===== src/rtl/czono_ram_loader.sv =====
`default_nettype none
// +----------------------------------------------------------------------------+
// | Module      : czono_ram_loader                                             |
// | Description : Streams a constrained zonotope (c, G, A, b) from a valid/    |
// |               ready word stream into four RAM write ports.                 |
// | Revision    : 1.0 - initial release                                        |
// +----------------------------------------------------------------------------+
module czono_ram_loader #(
  parameter int DATA_WIDTH = 32,
  parameter int NMAX       = 10,
  parameter int NGMAX      = 5,
  parameter int NCMAX      = 3,
  parameter int AW_N       = $clog2(NMAX) + 1,
  parameter int AW_G       = $clog2(NGMAX) + 1,
  parameter int AW_C       = $clog2(NCMAX) + 1
) (
  input  logic                  clk_i,
  input  logic                  rstn_i,
  input  logic                  start_i,
  input  logic [31:0]           n_i,
  input  logic [31:0]           ng_i,
  input  logic [31:0]           nc_i,
  input  logic                  s_valid_i,
  input  logic [DATA_WIDTH-1:0] s_data_i,
  output logic                  s_ready_o,
  output logic                  c_we,
  output logic [AW_N-1:0]       c_addr,
  output logic [DATA_WIDTH-1:0] c_wdata,
  output logic                  G_we,
  output logic [AW_N-1:0]       G_raddr,
  output logic [AW_G-1:0]       G_caddr,
  output logic [DATA_WIDTH-1:0] G_wdata,
  output logic                  A_we,
  output logic [AW_C-1:0]       A_raddr,
  output logic [AW_G-1:0]       A_caddr,
  output logic [DATA_WIDTH-1:0] A_wdata,
  output logic                  b_we,
  output logic [AW_C-1:0]       b_addr,
  output logic [DATA_WIDTH-1:0] b_wdata,
  output logic [31:0]           n_o,
  output logic [31:0]           ng_o,
  output logic [31:0]           nc_o,
  output logic                  busy_o,
  output logic                  done_o,
  output logic                  err_o
);

  // One row counter serves both the n-indexed and nc-indexed sections.
  localparam int RW = (AW_N > AW_C) ? AW_N : AW_C;

  localparam logic [2:0] S_IDLE   = 3'd0;
  localparam logic [2:0] S_LOAD_C = 3'd1;
  localparam logic [2:0] S_LOAD_G = 3'd2;
  localparam logic [2:0] S_LOAD_A = 3'd3;
  localparam logic [2:0] S_LOAD_B = 3'd4;
  localparam logic [2:0] S_FINISH = 3'd5;

  logic [2:0]      state;
  logic [2:0]      state_nxt;
  logic [RW-1:0]   row;
  logic [AW_G-1:0] col;
  logic [31:0]     n_q;
  logic [31:0]     ng_q;
  logic [31:0]     nc_q;
  logic [31:0]     row_ext;
  logic [31:0]     col_ext;
  logic            fire;
  logic            dims_ok;
  logic            row_last_n;
  logic            row_last_c;
  logic            col_last;

  assign fire    = s_valid_i && s_ready_o;
  assign dims_ok = (n_i >= 32'd1) && (n_i <= 32'(NMAX)) &&
                   (ng_i <= 32'(NGMAX)) && (nc_i <= 32'(NCMAX));

  assign row_ext    = {{(32-RW){1'b0}}, row};
  assign col_ext    = {{(32-AW_G){1'b0}}, col};
  assign row_last_n = (row_ext == n_q - 32'd1);
  assign row_last_c = (row_ext == nc_q - 32'd1);
  assign col_last   = (col_ext == ng_q - 32'd1);

  assign n_o  = n_q;
  assign ng_o = ng_q;
  assign nc_o = nc_q;

  // State register.
  always_ff @(posedge clk_i or negedge rstn_i) begin
    if (!rstn_i) state <= S_IDLE;
    else         state <= state_nxt;
  end

  // Next-state: each section advances on its last accepted beat, skipping empty sections.
  always_comb begin
    state_nxt = state;
    case (state)
      S_IDLE:   if (start_i && dims_ok) state_nxt = S_LOAD_C;
      S_LOAD_C: if (fire && row_last_n) begin
                  if (ng_q != 32'd0)      state_nxt = S_LOAD_G;
                  else if (nc_q != 32'd0) state_nxt = S_LOAD_B;
                  else                    state_nxt = S_FINISH;
                end
      S_LOAD_G: if (fire && col_last && row_last_n)
                  state_nxt = (nc_q != 32'd0) ? S_LOAD_A : S_FINISH;
      S_LOAD_A: if (fire && col_last && row_last_c) state_nxt = S_LOAD_B;
      S_LOAD_B: if (fire && row_last_c) state_nxt = S_FINISH;
      S_FINISH: state_nxt = S_IDLE;
      default:  state_nxt = S_IDLE;
    endcase
  end

  // Moore outputs: stream is accepted only while a section is loading.
  always_comb begin
    s_ready_o = 1'b0;
    busy_o    = (state != S_IDLE);
    case (state)
      S_LOAD_C, S_LOAD_G, S_LOAD_A, S_LOAD_B: s_ready_o = 1'b1;
      default:                                s_ready_o = 1'b0;
    endcase
  end

  // Row/column counters; they only move on an accepted beat so stream gaps stall them.
  always_ff @(posedge clk_i or negedge rstn_i) begin
    if (!rstn_i) begin
      row <= '0;
      col <= '0;
    end else if (fire) begin
      case (state)
        S_LOAD_C: row <= row_last_n ? '0 : row + 1'b1;
        S_LOAD_G: begin
          if (col_last) begin
            col <= '0;
            row <= row_last_n ? '0 : row + 1'b1;
          end else begin
            col <= col + 1'b1;
          end
        end
        S_LOAD_A: begin
          if (col_last) begin
            col <= '0;
            row <= row_last_c ? '0 : row + 1'b1;
          end else begin
            col <= col + 1'b1;
          end
        end
        S_LOAD_B: row <= row_last_c ? '0 : row + 1'b1;
        default: ;
      endcase
    end
  end

  // Registered RAM write ports: each accepted beat becomes one write in the next cycle.
  always_ff @(posedge clk_i or negedge rstn_i) begin
    if (!rstn_i) begin
      c_we    <= 1'b0; c_addr  <= '0; c_wdata <= '0;
      G_we    <= 1'b0; G_raddr <= '0; G_caddr <= '0; G_wdata <= '0;
      A_we    <= 1'b0; A_raddr <= '0; A_caddr <= '0; A_wdata <= '0;
      b_we    <= 1'b0; b_addr  <= '0; b_wdata <= '0;
    end else begin
      c_we <= 1'b0;
      G_we <= 1'b0;
      A_we <= 1'b0;
      b_we <= 1'b0;
      if (fire) begin
        case (state)
          S_LOAD_C: begin
            c_we <= 1'b1; c_addr <= row[AW_N-1:0]; c_wdata <= s_data_i;
          end
          S_LOAD_G: begin
            G_we <= 1'b1; G_raddr <= row[AW_N-1:0]; G_caddr <= col; G_wdata <= s_data_i;
          end
          S_LOAD_A: begin
            A_we <= 1'b1; A_raddr <= row[AW_C-1:0]; A_caddr <= col; A_wdata <= s_data_i;
          end
          S_LOAD_B: begin
            b_we <= 1'b1; b_addr <= row[AW_C-1:0]; b_wdata <= s_data_i;
          end
          default: ;
        endcase
      end
    end
  end

  // Dimension latch: captured only on an accepted start, untouched on a rejected one.
  always_ff @(posedge clk_i or negedge rstn_i) begin
    if (!rstn_i) begin
      n_q  <= '0;
      ng_q <= '0;
      nc_q <= '0;
    end else if (state == S_IDLE && start_i && dims_ok) begin
      n_q  <= n_i;
      ng_q <= ng_i;
      nc_q <= nc_i;
    end
  end

  // Status pulses: done follows the FINISH cycle, err follows a rejected start.
  always_ff @(posedge clk_i or negedge rstn_i) begin
    if (!rstn_i) begin
      done_o <= 1'b0;
      err_o  <= 1'b0;
    end else begin
      done_o <= (state == S_FINISH);
      err_o  <= (state == S_IDLE) && start_i && !dims_ok;
    end
  end

endmodule
`default_nettype wire


===== config.mk =====
export PLATFORM = sky130hd
export DESIGN_NAME = czono_ram_loader
export DESIGN_NICKNAME = d
export VERILOG_FILES = /design/src/rtl/czono_ram_loader.sv
export SDC_FILE = /design/constraint.sdc
export NUM_CORES = 1
export LEC_CHECK = 0
export ABC_AREA = 1
export BUFFER_PORTS_ARGS = -buffer_cell sky130_fd_sc_hd__buf_2
export CORE_AREA = 4 4 166 168
export DETAILED_ROUTE_END_ITERATION = 16
export DIE_AREA = 0 0 170 172
export GPL_TIMING_DRIVEN = 0
export PLACE_DENSITY_LB_ADDON = 0.3
export SLEW_MARGIN = 40
export SYNTH_ARGS = -nofsm -noshare
export SYNTH_HDL_FRONTEND = slang
export SYNTH_SLANG_ARGS = --single-unit

===== constraint.sdc =====
create_clock -name clk_i -period 2.6 [get_ports clk_i]
set_input_delay 0.39 -clock clk_i [delete_from_list [all_inputs] [get_ports clk_i]]
set_output_delay 0.39 -clock clk_i [all_outputs]
set_load 0.02 [all_outputs]

# [Word level (Yosys, flattened, before mapping)]
# Index checks and enable logic that the tools add are counted.
[totals] register_bits=266 latch_bits=0 mem_bits_rw=0 romBits=0 inputBits=132 word_cells=98 memories=0
[classes] n_addsub=5 n_mul=0 div=0 order_cmp=4 n_eq_ne=15 shift=0 muxes=24 bitwise_logic=0 n_reduce_logical=28
[ops] op="subtractor 32 x 1 -> 32 bit (second input constant)" count=3
[ops] op="== test 5 x 32 -> 1 bit" count=2
[ops] op="nonzero test 32 bit" count=2
[ops] op="== test 4 x 32 -> 1 bit" count=1
[ops] op="greater-or-equal comparator 32 x 1 -> 1 bit (second input constant)" count=1
[ops] op="less-or-equal comparator 32 x 2 -> 1 bit (second input constant)" count=1
[ops] op="less-or-equal comparator 32 x 3 -> 1 bit (second input constant)" count=1
[ops] op="less-or-equal comparator 32 x 4 -> 1 bit (second input constant)" count=1
[ops] op="two-way mux 3 bit" count=7
[ops] op="two-way mux 5 bit" count=4
[ops] op="one-hot mux 5 bit (4 select lines)" count=1
[ops] op="one-hot mux 3 bit (5 select lines)" count=1
[ops] op="inequality test 2 bit (second input constant)" count=7
[ops] op="logical AND 1 bit" count=13
[ops] op="two-way mux 1 bit" count=10
[ops] op="AND reduction 2 bit" count=5
[ops] op="== test 3 x 2 -> 1 bit (second input constant)" count=2
[ops] op="== test 3 bit (second input constant)" count=2
[ops] op="adder 5 x 1 -> 5 bit (second input constant)" count=1
[ops] op="AND reduction 5 bit" count=1
[ops] op="adder 4 x 1 -> 4 bit (second input constant)" count=1
[ops] op="two-way mux 4 bit" count=1
[ops] op="AND reduction 4 bit" count=1
[ops] op="nonzero test 4 bit" count=1
[ops] op="other kinds (6)" count=6

# [Longest topological paths before layout]
# Gate-level depths: netlist of run 1.
[logic_depth] depth_word=8 mapped_depth=20 ltp_nobuf=20

# [Worst setup path after synthesis of run 1]
# OpenSTA, ideal clock, no wires.
[synth_path] kind="flip-flop to flip-flop" from="register n_q[0], in the netlist n_o[0]" to="register state[1]" setup_time_ns=0.117 t_arrival_ns=2.129 setup_slack_ns=0.355 stages_incl_launch_ff=16 period_less_slack_ns=2.245 path_cell_list="dfrtp_1 > inv_1 > ha_1 > nand2_2 > nor2_1 > nand2_1 > nor2_1 > nor2_1 > nor2_1 > nand3_1 > nor2_1 > nand3_1 > nand2_2 > nand3_2 > nand2_1 > nand2_1"
[synth_via] elab_chain_len=5
[synth_rtl] element="start: declaration" line_no="62" rtl="logic [31:0] n_q;"
[synth_rtl] element="start signal: assignment" line_no="191" rtl="n_q <= n_i;"
[synth_rtl] element="subtractor 32 x 1 -> 32 bit (*)" line_no="79" rtl="assign row_last_n = (row_ext == n_q - 32'd1);"
[synth_rtl] element="== test 5 x 32 -> 1 bit (*)" line_no="79"
[synth_rtl] element="logical AND 1 bit, on equally long branches" line_no="103, 98"
[synth_rtl] element="inequality test 2 bit (no source line)"
[synth_rtl] element="AND reduction 5 bit (no source line) (*)"
[synth_rtl] element="end signal: assignment" line_no="90" rtl="else state <= state_nxt;"
[synth_rtl] element="end: declaration" line_no="58" rtl="logic [2:0] state;"
# Every way passes the cells marked *; elsewhere a longest branch is shown, timed or not.
# A chain may end at the register's enable or synchronous reset.

# [Worst setup path after layout of run 1]
[layout_path] from="register state[2]" to="output port s_ready_o"
[layout_via] elab_chain_len=3
[layout_rtl] element="== test 3 bit, or another cell as far along" line_no="116" rtl="case (state)"
[layout_rtl] element="OR reduction 4 bit (*)" line_no="116"
[layout_rtl] element="two-way mux 1 bit (*)" line_no="116"
[layout_rtl] element="end: declaration" line_no="25" rtl="output logic s_ready_o,"
# Marks and branches as above.

==> summary.txt, run 1 <==
status: finished clean
Multi-input gate area: 6190 um2
WL/cell: 17.9 um
Non-Filler Instances: 2,649
VDD IR max: 0.515 mV
Worst-Margin Slew: 0.808 ns
io pins: 388
Pleak: 8.59 nW
row cnt: 59
fin crit share: 95.1%
initial antenna violation count: 0
Reg clk slew, reported paths: 0.06 ns
CP endpoint kind: output port
ys async rst share: 100%
final core occ: 67.0%
Global Route Usage Sum: 30.5%
CP Buf/Inv Count: 4
EDFF count, synth: 0
drt via density: 5.38
Period minus WS final: 2.47 ns
FF+latch count, synth: 266
reg-to-reg startpoint: ng_o[0]
Final Cell Area: 17,400 um2
first-pass GRT wire length: 71.2 mm
commonest non-fill, non-tap cell in the layout: nand2_1
worst path cell trace: inv_1 > nand2_1 > nor2_1 > nor2_2 > inv_1 > nor2_1 > inv_1 > buf_2
Syn Inst Count: 1,848
maxcap violations: 0
grt total ovfl: 0
total power: 8.98 mW
Die Width: 170 um
vias in the first global route: 13,100
HP Class: in -> reg
area leader, netlist: dfrtp_1
Clock Sinks: 266
Fillers: 2,269
sequential fraction of the synthesis area: 48.9%
initial DRC count: 1,229
CP Launch Type: flop
Area growth syn-to-layout: 27.7%
worst endpoint required time: 2.21 ns
Worst Setup Path Type: reg -> out
Vias: 14,200
H-tree depth: 1
Final Hold Violating Endpoints: 0
Worst slew margin: 45.4%
hold wc startpoint: nc_i[1]
die area: 29,200 um2
worst-skew pair later-pin latency: 0.55 ns
cts bufs inserted: 28
maximum root-to-sink buffer count: 3
Ys Warns: 0
Routed Antenna Nets: 0
crit path launch: state[2]
Crit-path slowest cell: dfrtp_1
port bufs: 387
clock root cell: clkbuf_16
Fin Setup TNS: 0 ns
TritonCTS clock tree: yes
final net count: 2,430
Worst path max stage delay: 0.37 ns
Mapped Nets: 1,987
Synth area leaders: dfrtp_1 (49%), nand2_1 (14%), nor2_1 (10%)
Setup Skew: 0.0186 ns
Synth Flop Type: dfrtp_1
DPL Wire Length: 36.9 mm
post-place instance area: 16,100 um2
dpl cells: 2,573
die span in y: 172 um
final setup violation count: 0
# DRC: 0
critical path's top delay family: simple AND/OR/NAND/NOR gates
most frequent CP cell: inv_1
router iterations before antenna repair: 5
core area: 25,900 um2
placer's final routability congestion estimate: 0.946
Worst Path Max Fanout: 8
largest net degree at the start of global routing: 72
Cell Pwr Density: 517 nW/um2
arrival time worst endpoint: 2.08 ns
post-synth top area share: 48.9%
Final Max Slew Viols: 0
Achievable Freq: 0.404 GHz
ratio of cells with drive above 1 in the final layout: 23.6%
Synth Cell Area: 13,600 um2
register area: 6660 um2
Synth Area per Inst: 7.36 um2
most frequent cells in the layout: nand2_1 (505), buf_2 (389), nor2_1 (357)
final WL: 47.4 mm
Yosys cell types: 33
Initial Util: 52.5%
[metrics by stage]
stage	setup WS [ns]	hold slack [ns]
floorplan	0.355	0.0944
global placement	-3.58	0.460
detailed placement	-0.721	0.354
CTS	0.00486	0.0382
global route	-0.0396	0.0657
finish	0.127	0.0641
[power by group]
| part | internal [mW] | total, mW | leakage (nW) | switching (mW) |
|---|---|---|---|---|
| Clock | 2.39 | 4.06 | 0.457 | 1.67 |
| Sequential | 4.24 | 4.31 | 3.06 | 0.0674 |
| Combinational | 0.217 | 0.616 | 5.07 | 0.398 |
[synthesized netlist by cell type, types with 14 or more instances]
master    count
dfrtp_1     266
clkbuf_1     38
nor2_1      376
o21ai_0     159
nand2_1     511
inv_1       205
nor3_1       14
o21a_1       35
nor2_2       15
nand3_1      99
xor2_1       22
nand4_1      37
[final cells by class]
| cell class | count | area share (%) |
|---|---|---|
| Sequential cell | 266 | 38.3 |
| Multi-Input combinational cell | 1331 | 35.6 |
| Timing Repair Buffer | 412 | 12.7 |
| Clock buffer | 44 | 4.78 |
| Inverter | 210 | 4.58 |
| Tap cell | 335 | 2.41 |
| Buffer | 42 | 0.980 |
| Clock inverter | 8 | 0.598 |
| Antenna cell | 1 | 0.0144 |
[per-layer routing]
| metal | part of all wire (%) | GRT usage [%] | wire length [um] |
|---|---|---|---|
| met1 | 41 | 41.6 | 19400 |
| met2 | 47 | 49.6 | 22100 |
| met3 | 8.2 | 5.01 | 3870 |
| met4 | 4.2 | 11.2 | 1990 |
| met5 | 0 | 0 | 0 |
[flip-flops by register name, summed over array words and instances (netlist names), 32 cells and up]
| signal | count |
|---|---|
| ng_o | 32 |
| n_o | 32 |
| b_wdata | 32 |
| c_wdata | 32 |
| A_wdata | 32 |
| nc_o | 32 |
| G_wdata | 32 |
[cells by family (layout without fill, tap and decap cells)]
| family | after synthesis | after routing | synth area share, % |
|---|---|---|---|
| DFF | 266 | 266 | 48.9 |
| other | 0 | 1 | 0 |
| AOI/OAI and AO/OA | 209 | 209 | 8.48 |
| buffers and inverters | 253 | 716 | 7.05 |
| xor gates and xnor gates | 25 | 25 | 1.61 |
| adders and majority gates | 7 | 7 | 0.644 |
| and+or+nand+nor | 1088 | 1090 | 33.3 |
[what timing repair did]
action                                 4_1_cts  5_1_grt
buffers inserted                             2       19
pin swaps                                    1       15
gates cloned                                 0        2
gates resized for setup                     13       51
endpoints found under the hold margin       61        0
hold buffers                                 1        0
setup endpoints to repair                   39       20
[worst min-delay path: cells and delay by family]
family,cells,cell delay [ns]
buf+inv,1,0.07
compound gates,1,0.06
simple gates,1,0.04
[path summary, 6_finish.rpt]
path | to | slack, ns | depth (start not counted)
setup / recovery | s_ready_o | 0.13 | 8
hold / removal | nc_o[1] | 0.06 | 3
setup reg to reg | row[3] | 0.16 | 17
hold reg to reg | G_wdata[29] | 0.48 | 2
max in group asynchronous | A_wdata[23] | 1.18 | 4
min in group asynchronous | ng_o[21] | 0.37 | 2
No activity file was read; power rests on OpenSTA's default activity.
==> inputs of run 2 (changes only) <==
PLACE_DENSITY_LB_ADDON = 0.2   (was 0.3)
==> run 2 against run 1 <==
  * Critical path depth is 5 higher
  * Highest routed layer unchanged
  * Cell count is 0.23% lower
  * Critical path type is now reg -> reg
  * Die area stayed put
  * Setup slack better by 0.025 ns
==> summary.txt, run 2 (synthesis gave the netlist of run 1 again) <==
worst path cell trace: inv_4 > ha_4 > nand2_4 > nor2_4 > nand2_1 > xor2_1 > nand3b_1 > nor2_1 > nand2_1 > o21ai_2 > nand2_1 > nand3_1 > o21ai_0 (was inv_1 > nand2_1 > nor2_1 > nor2_2 > inv_1 > nor2_1 > inv_1 > buf_2)
final hold slack: 0.0522 ns (was 0.0641 ns)
Initial Util: 52.5% (unchanged)
die span in y: 172 um (unchanged)
Worst R2R Setup Slack: 0.15 ns (was 0.16 ns)
Pleak: 8.57 nW (was 8.59 nW)
Worst Setup Path Type: reg -> reg (was reg -> out)
clock root cell: clkbuf_16 (unchanged)
die area: 29,200 um2 (unchanged)
ratio of cells with drive above 1 in the final layout: 23.6% (about the same)
CP endpoint kind: flop (was output port)
Cell Pwr Density: 518 nW/um2 (was 517 nW/um2)
Worst path max stage delay: 0.45 ns (was 0.37 ns)
Global Route Usage Sum: 30.6% (was 30.5%)
Worst Path Max Fanout: 7 (was 8)
vias in the first global route: 13,200 (was 13,100)
TritonCTS clock tree: yes (unchanged)
row cnt: 59 (unchanged)
grt total ovfl: 0 (unchanged)
worst-skew pair later-pin latency: 0.55 ns (about the same)
final WL: 47.1 mm (was 47.4 mm)
total power: 8.98 mW (about the same)
most frequent cells in the layout: nand2_1 (510), buf_2 (389), nor2_1 (354) (was nand2_1 (505), buf_2 (389), nor2_1 (357))
maximum root-to-sink buffer count: 3 (unchanged)
largest net degree at the start of global routing: 77 (was 72)
commonest non-fill, non-tap cell in the layout: nand2_1 (unchanged)
Multi-input gate area: 6200 um2 (was 6190 um2)
Final Cell Area: 17,400 um2 (about the same)
register area: 6660 um2 (about the same)
crit path launch: nc_o[0] (was state[2])
Worst slew margin: 53.2% (was 45.4%)
Worst-Margin Slew: 0.693 ns (was 0.808 ns)
router iterations before antenna repair: 7 (was 5)
core area: 25,900 um2 (unchanged)
Reg clk slew, reported paths: 0.06 ns (about the same)
# DRC: 0 (unchanged)
port bufs: 387 (unchanged)
maxcap violations: 0 (unchanged)
Reg2Reg Depth: 13 (was 17)
Period minus WS final: 2.45 ns (was 2.47 ns)
Reg-to-Reg End: row[1] (was row[3])
worst endpoint required time: 3.01 ns (was 2.21 ns)
initial DRC count: 1,192 (was 1,229)
Final Hold Violating Endpoints: 0 (unchanged)
Worst setup endpoint: row[1] (was s_ready_o)
initial antenna violation count: 2 (was 0)
DPL Wire Length: 36.9 mm (about the same)
reg-to-reg startpoint: nc_o[0] (was ng_o[0])
HP Class: in -> reg (unchanged)
Crit-path slowest cell: dfrtp_1 (unchanged)
CP Launch Type: flop (unchanged)
Achievable Freq: 0.408 GHz (was 0.404 GHz)
final net count: 2,424 (was 2,430)
status: finished clean (unchanged)
first-pass GRT wire length: 71.3 mm (was 71.2 mm)
cts bufs inserted: 28 (unchanged)
Area growth syn-to-layout: 27.6% (was 27.7%)
Clock Sinks: 266 (unchanged)
Setup Skew: 0.0101 ns (was 0.0186 ns)
Final Worst Setup Slack: 0.152 ns (was 0.127 ns)
drt via density: 5.28 (was 5.38)
most frequent CP cell: nand2_1 (was inv_1)
Routed Antenna Nets: 0 (unchanged)
fin crit share: 94.2% (was 95.1%)
DP Worst Slack: -0.640 ns (was -0.721 ns)
io pins: 388 (unchanged)
final setup violation count: 0 (unchanged)
WL/cell: 17.8 um (was 17.9 um)
Vias: 14,000 (was 14,200)
Fillers: 2,316 (was 2,269)
H-tree depth: 1 (unchanged)
VDD IR max: 0.501 mV (was 0.515 mV)
post-place instance area: 16,100 um2 (about the same)
placer's final routability congestion estimate: 0.964 (was 0.946)
Final Max Slew Viols: 0 (unchanged)
Die Width: 170 um (unchanged)
arrival time worst endpoint: 2.85 ns (was 2.08 ns)
run 2: cell count changes in the layout (fill, tap and decap cells not counted), moves of 5 or more:
| cell | delta |
|---|---|
| nor2_2 | -7 |
| nand2_1 | +5 |
| nand2_2 | -5 |
| nor2_4 | +8 |
| clkbuf_1 | -5 |
| buf_4 | -5 |
run 2: what timing repair did:
action / 4_1_cts / 5_1_grt
pin swaps: 2 / 8
buffers inserted: 4 / 12
gates resized for setup: 10 / 61
hold endpoints to repair: 57 / 0
hold buffers: 1 / 0
setup endpoints to repair: 29 / 23
run 2: worst min-delay path by stage:
stage,start,endpoint,slack (ns),cells past startpoint
after global placement,G_wdata[3],G_wdata[3],0.46,2
after global routing,nc_i[1],nc_o[1],0.05,3
after CTS,nc_i[1],nc_o[1],0.04,3
final,nc_i[1],nc_o[1],0.05,3
after floorplan,rstn_i,A_caddr[0],0.09,0
after detailed placement,rstn_i,ng_o[10],0.36,1
run 2: critical path, delay by kind of cell, from the launching register on:
family / cells / cell delay (ns)
DFF: 1 / 0.45
buffers and inverters: 1 / 0.14
and+or+nand+nor: 8 / 1.07
AOI/OAI and AO/OA: 2 / 0.28
xor gates and xnor gates: 1 / 0.18
adders and majority gates: 1 / 0.18
run 2: cell type report:
cell class                      count  area share, %
Clock buffer                       35           4.36
Clock inverter                     17           1.07
Timing Repair Buffer              407           12.4
Multi-Input combinational cell   1329           35.7
Buffer                             43           1.01
Inverter                          210           4.57
Sequential cell                   266           38.4
Antenna cell                        1         0.0144
Tap cell                          335           2.42
run 2: metrics by stage:
stage | cells | TNS, ns | util (%)
2_1_floorplan | 1848 | 0 | -
3_3_place_gp | 2570 | -1014.61 | 61.6
3_5_place_dp | 2573 | -38.36 | 62.0
4_1_cts | 2630 | 0 | 65.9
5_1_grt | 2642 | -0.144 | 67.0
6_report | 2643 | 0 | 67.0
run 2: power breakdown:
group / switching [mW] / internal [mW] / leakage, nW
sequential: 0.0613 / 4.24 / 3.06
clock: 1.69 / 2.37 / 0.461
combinational: 0.402 / 0.217 / 5.06
run 2: per-layer routing:
metal  GRT usage [%]  wire length (um)  up-vias
met5               0                 0        -
met4            11.5              1970        0
met3            4.50              3370      105
met2            49.9             22100      568
met1            41.9             19700     6595
li1                -                 -     6700
==> inputs of run 3 (changes only) <==
SLEW_MARGIN = default   (was 40)
clock period = 2.4 ns   (was 2.6 ns; I/O delays follow)
==> run 3 against run 2 <==
  * Worst hold slack better by 0.011 ns
  * Total power is 15% higher
  * Clock power is 24% higher
  * Routed wire length is 1.5% higher
  * Register-to-register slack worse by 0.11 ns
  * Sequential power is 8.4% higher
  * Via count is 1.2% higher
==> summary.txt, run 3 (synthesis gave the netlist of run 1 again) <==
DPL Wire Length: 36.8 mm (was 36.9 mm)
Initial Util: 52.5% (unchanged)
HP Class: in -> reg (unchanged)
WL/cell: 18.0 um (was 17.8 um)
register area: 6680 um2 (was 6660 um2)
Pleak: 8.70 nW (was 8.57 nW)
# DRC: 0 (unchanged)
Fin Setup TNS: 0 ns (unchanged)
Worst R2R Setup Slack: 0.04 ns (was 0.15 ns)
maxcap violations: 0 (unchanged)
most frequent cells in the layout: nand2_1 (494), buf_2 (391), nor2_1 (323) (was nand2_1 (510), buf_2 (389), nor2_1 (354))
Reg clk slew, reported paths: 0.06 ns (about the same)
clock root cell: clkbuf_16 (unchanged)
VDD IR max: 0.603 mV (was 0.501 mV)
final net count: 2,437 (was 2,424)
arrival time worst endpoint: 2.78 ns (was 2.85 ns)
final hold slack: 0.0633 ns (was 0.0522 ns)
first-pass GRT wire length: 71.8 mm (was 71.3 mm)
worst-skew pair later-pin latency: 0.56 ns (was 0.55 ns)
Multi-input gate area: 6460 um2 (was 6200 um2)
row cnt: 59 (unchanged)
CP endpoint kind: flop (unchanged)
Worst Path Max Fanout: 7 (unchanged)
Worst-Margin Slew: 0.720 ns (was 0.693 ns)
Worst setup endpoint: row[0] (was row[1])
die area: 29,200 um2 (unchanged)
commonest non-fill, non-tap cell in the layout: nand2_1 (unchanged)
Setup Skew: 0.0127 ns (was 0.0101 ns)
io pins: 388 (unchanged)
final WL: 47.8 mm (was 47.1 mm)
Worst Setup Path Type: reg -> reg (unchanged)
router iterations before antenna repair: 5 (was 7)
Fillers: 2,190 (was 2,316)
Routed Antenna Nets: 0 (unchanged)
H-tree depth: 1 (unchanged)
Period minus WS final: 2.36 ns (was 2.45 ns)
Vias: 14,100 (was 14,000)
total power: 10.4 mW (was 8.98 mW)
dpl cells: 2,572 (was 2,573)
die span in y: 172 um (unchanged)
Final Hold Violating Endpoints: 0 (unchanged)
initial DRC count: 1,105 (was 1,192)
final core occ: 68.9% (was 67.0%)
ratio of cells with drive above 1 in the final layout: 27.3% (was 23.6%)
CP Launch Type: flop (unchanged)
worst endpoint required time: 2.82 ns (was 3.01 ns)
cts bufs inserted: 29 (was 28)
initial antenna violation count: 2 (unchanged)
maximum root-to-sink buffer count: 3 (unchanged)
port bufs: 387 (unchanged)
Reg2Reg Depth: 13 (unchanged)
grt total ovfl: 0 (unchanged)
Worst slew margin: 51.3% (was 53.2%)
largest net degree at the start of global routing: 121 (was 77)
core area: 25,900 um2 (unchanged)
Cell Pwr Density: 581 nW/um2 (was 518 nW/um2)
Non-Filler Instances: 2,658 (was 2,643)
status: finished clean (unchanged)
final setup violation count: 0 (unchanged)
Global Route Usage Sum: 30.9% (was 30.6%)
crit path launch: nc_o[1] (was nc_o[0])
Die Width: 170 um (unchanged)
Clock Sinks: 266 (unchanged)
RSZ-0062 raised after global routing: yes
Achievable Freq: 0.424 GHz (was 0.408 GHz)
vias in the first global route: 13,200 (about the same)
Area growth syn-to-layout: 31.3% (was 27.6%)
reg-to-reg startpoint: nc_o[1] (was nc_o[0])
Final Max Slew Viols: 0 (unchanged)
TritonCTS clock tree: yes (unchanged)
drt via density: 5.32 (was 5.28)
placer's final routability congestion estimate: 0.964 (unchanged)
fin crit share: 98.3% (was 94.2%)
Reg-to-Reg End: row[0] (was row[1])
-- run 3: changes by cell type in the layout (fill, tap and decap cells not counted), sizes merged --
cell,before,now
buf,410,421
bufinv,3,8
clkbuf,74,70
clkinv,11,7
clkinvlp,3,5
diode,1,2
dlygate4sd3,1,2
inv,210,211
nor2,401,403
-- run 3: cell type report --
type	instances	area share [%]
inverters	210	4.46
diodes	2	0.0280
clock inverters	21	1.89
plain buffers	42	0.960
well taps	335	2.35
clock buffers	33	4.26
flip-flops and latches	266	37.4
multi-input cells	1331	36.2
repair buffers	418	12.4
-- run 3: power by group --
| group | total, mW | internal [mW] | switching [mW] |
|---|---|---|---|
| clock | 5.04 | 3.15 | 1.89 |
| combinational | 0.668 | 0.232 | 0.436 |
| sequential | 4.66 | 4.59 | 0.0663 |
| total | 10.4 | 7.98 | 2.40 |
-- run 3: metrics by stage --
stage	instance area, um2	worst slack (ns)
2_1_floorplan	13600	0.155
6_report	17900	0.0397
3_5_place_dp	16000	-0.799
4_1_cts	17300	0.00199
5_1_grt	17900	-0.144
3_3_place_gp	16000	-3.87
-- run 3: repair_timing --
item,in CTS,in global routing
resized for setup,49,116
pin swaps,5,24
endpoints found under the setup margin,51,87
gates cloned,2,1
hold buffers,2,0
setup buffers,7,19
endpoints found under the hold margin,69,0
-- run 3: worst min path at each step --
stage,slack [ns],startpoint,to,depth (start not counted)
2_1_floorplan,0.06,rstn_i,A_caddr[0],0
4_1_cts,0.05,nc_i[0],nc_o[0],3
6_report,0.06,ng_i[0],ng_o[0],3
3_3_place_gp,0.46,G_wdata[3],G_wdata[3],2
5_1_grt,0.05,ng_i[0],ng_o[0],3
3_5_place_dp,0.35,rstn_i,ng_o[10],1
-- run 3: critical path, stage by stage (launching register included) --
cell,delay (ns)
dfrtp_1,0.40
inv_4,0.12
ha_4,0.20
nand2_8,0.08
nor2_4,0.22
nand2_2,0.13
xor2_2,0.18
nand3_1,0.15
nor2_2,0.15
nand3_2,0.14
o21ai_4,0.19
nand2_1,0.10
nand3_1,0.07
o21ai_0,0.08
-- run 3: metal layers --
layer  track usage, %  part of all wire, %  vias up
li1                 -                    -     6738
met1             41.9                   41     6652
met2             50.0                   47      629
met3             5.12                  8.0      122
met4             12.7                  4.5        0
met5                0                    0        -
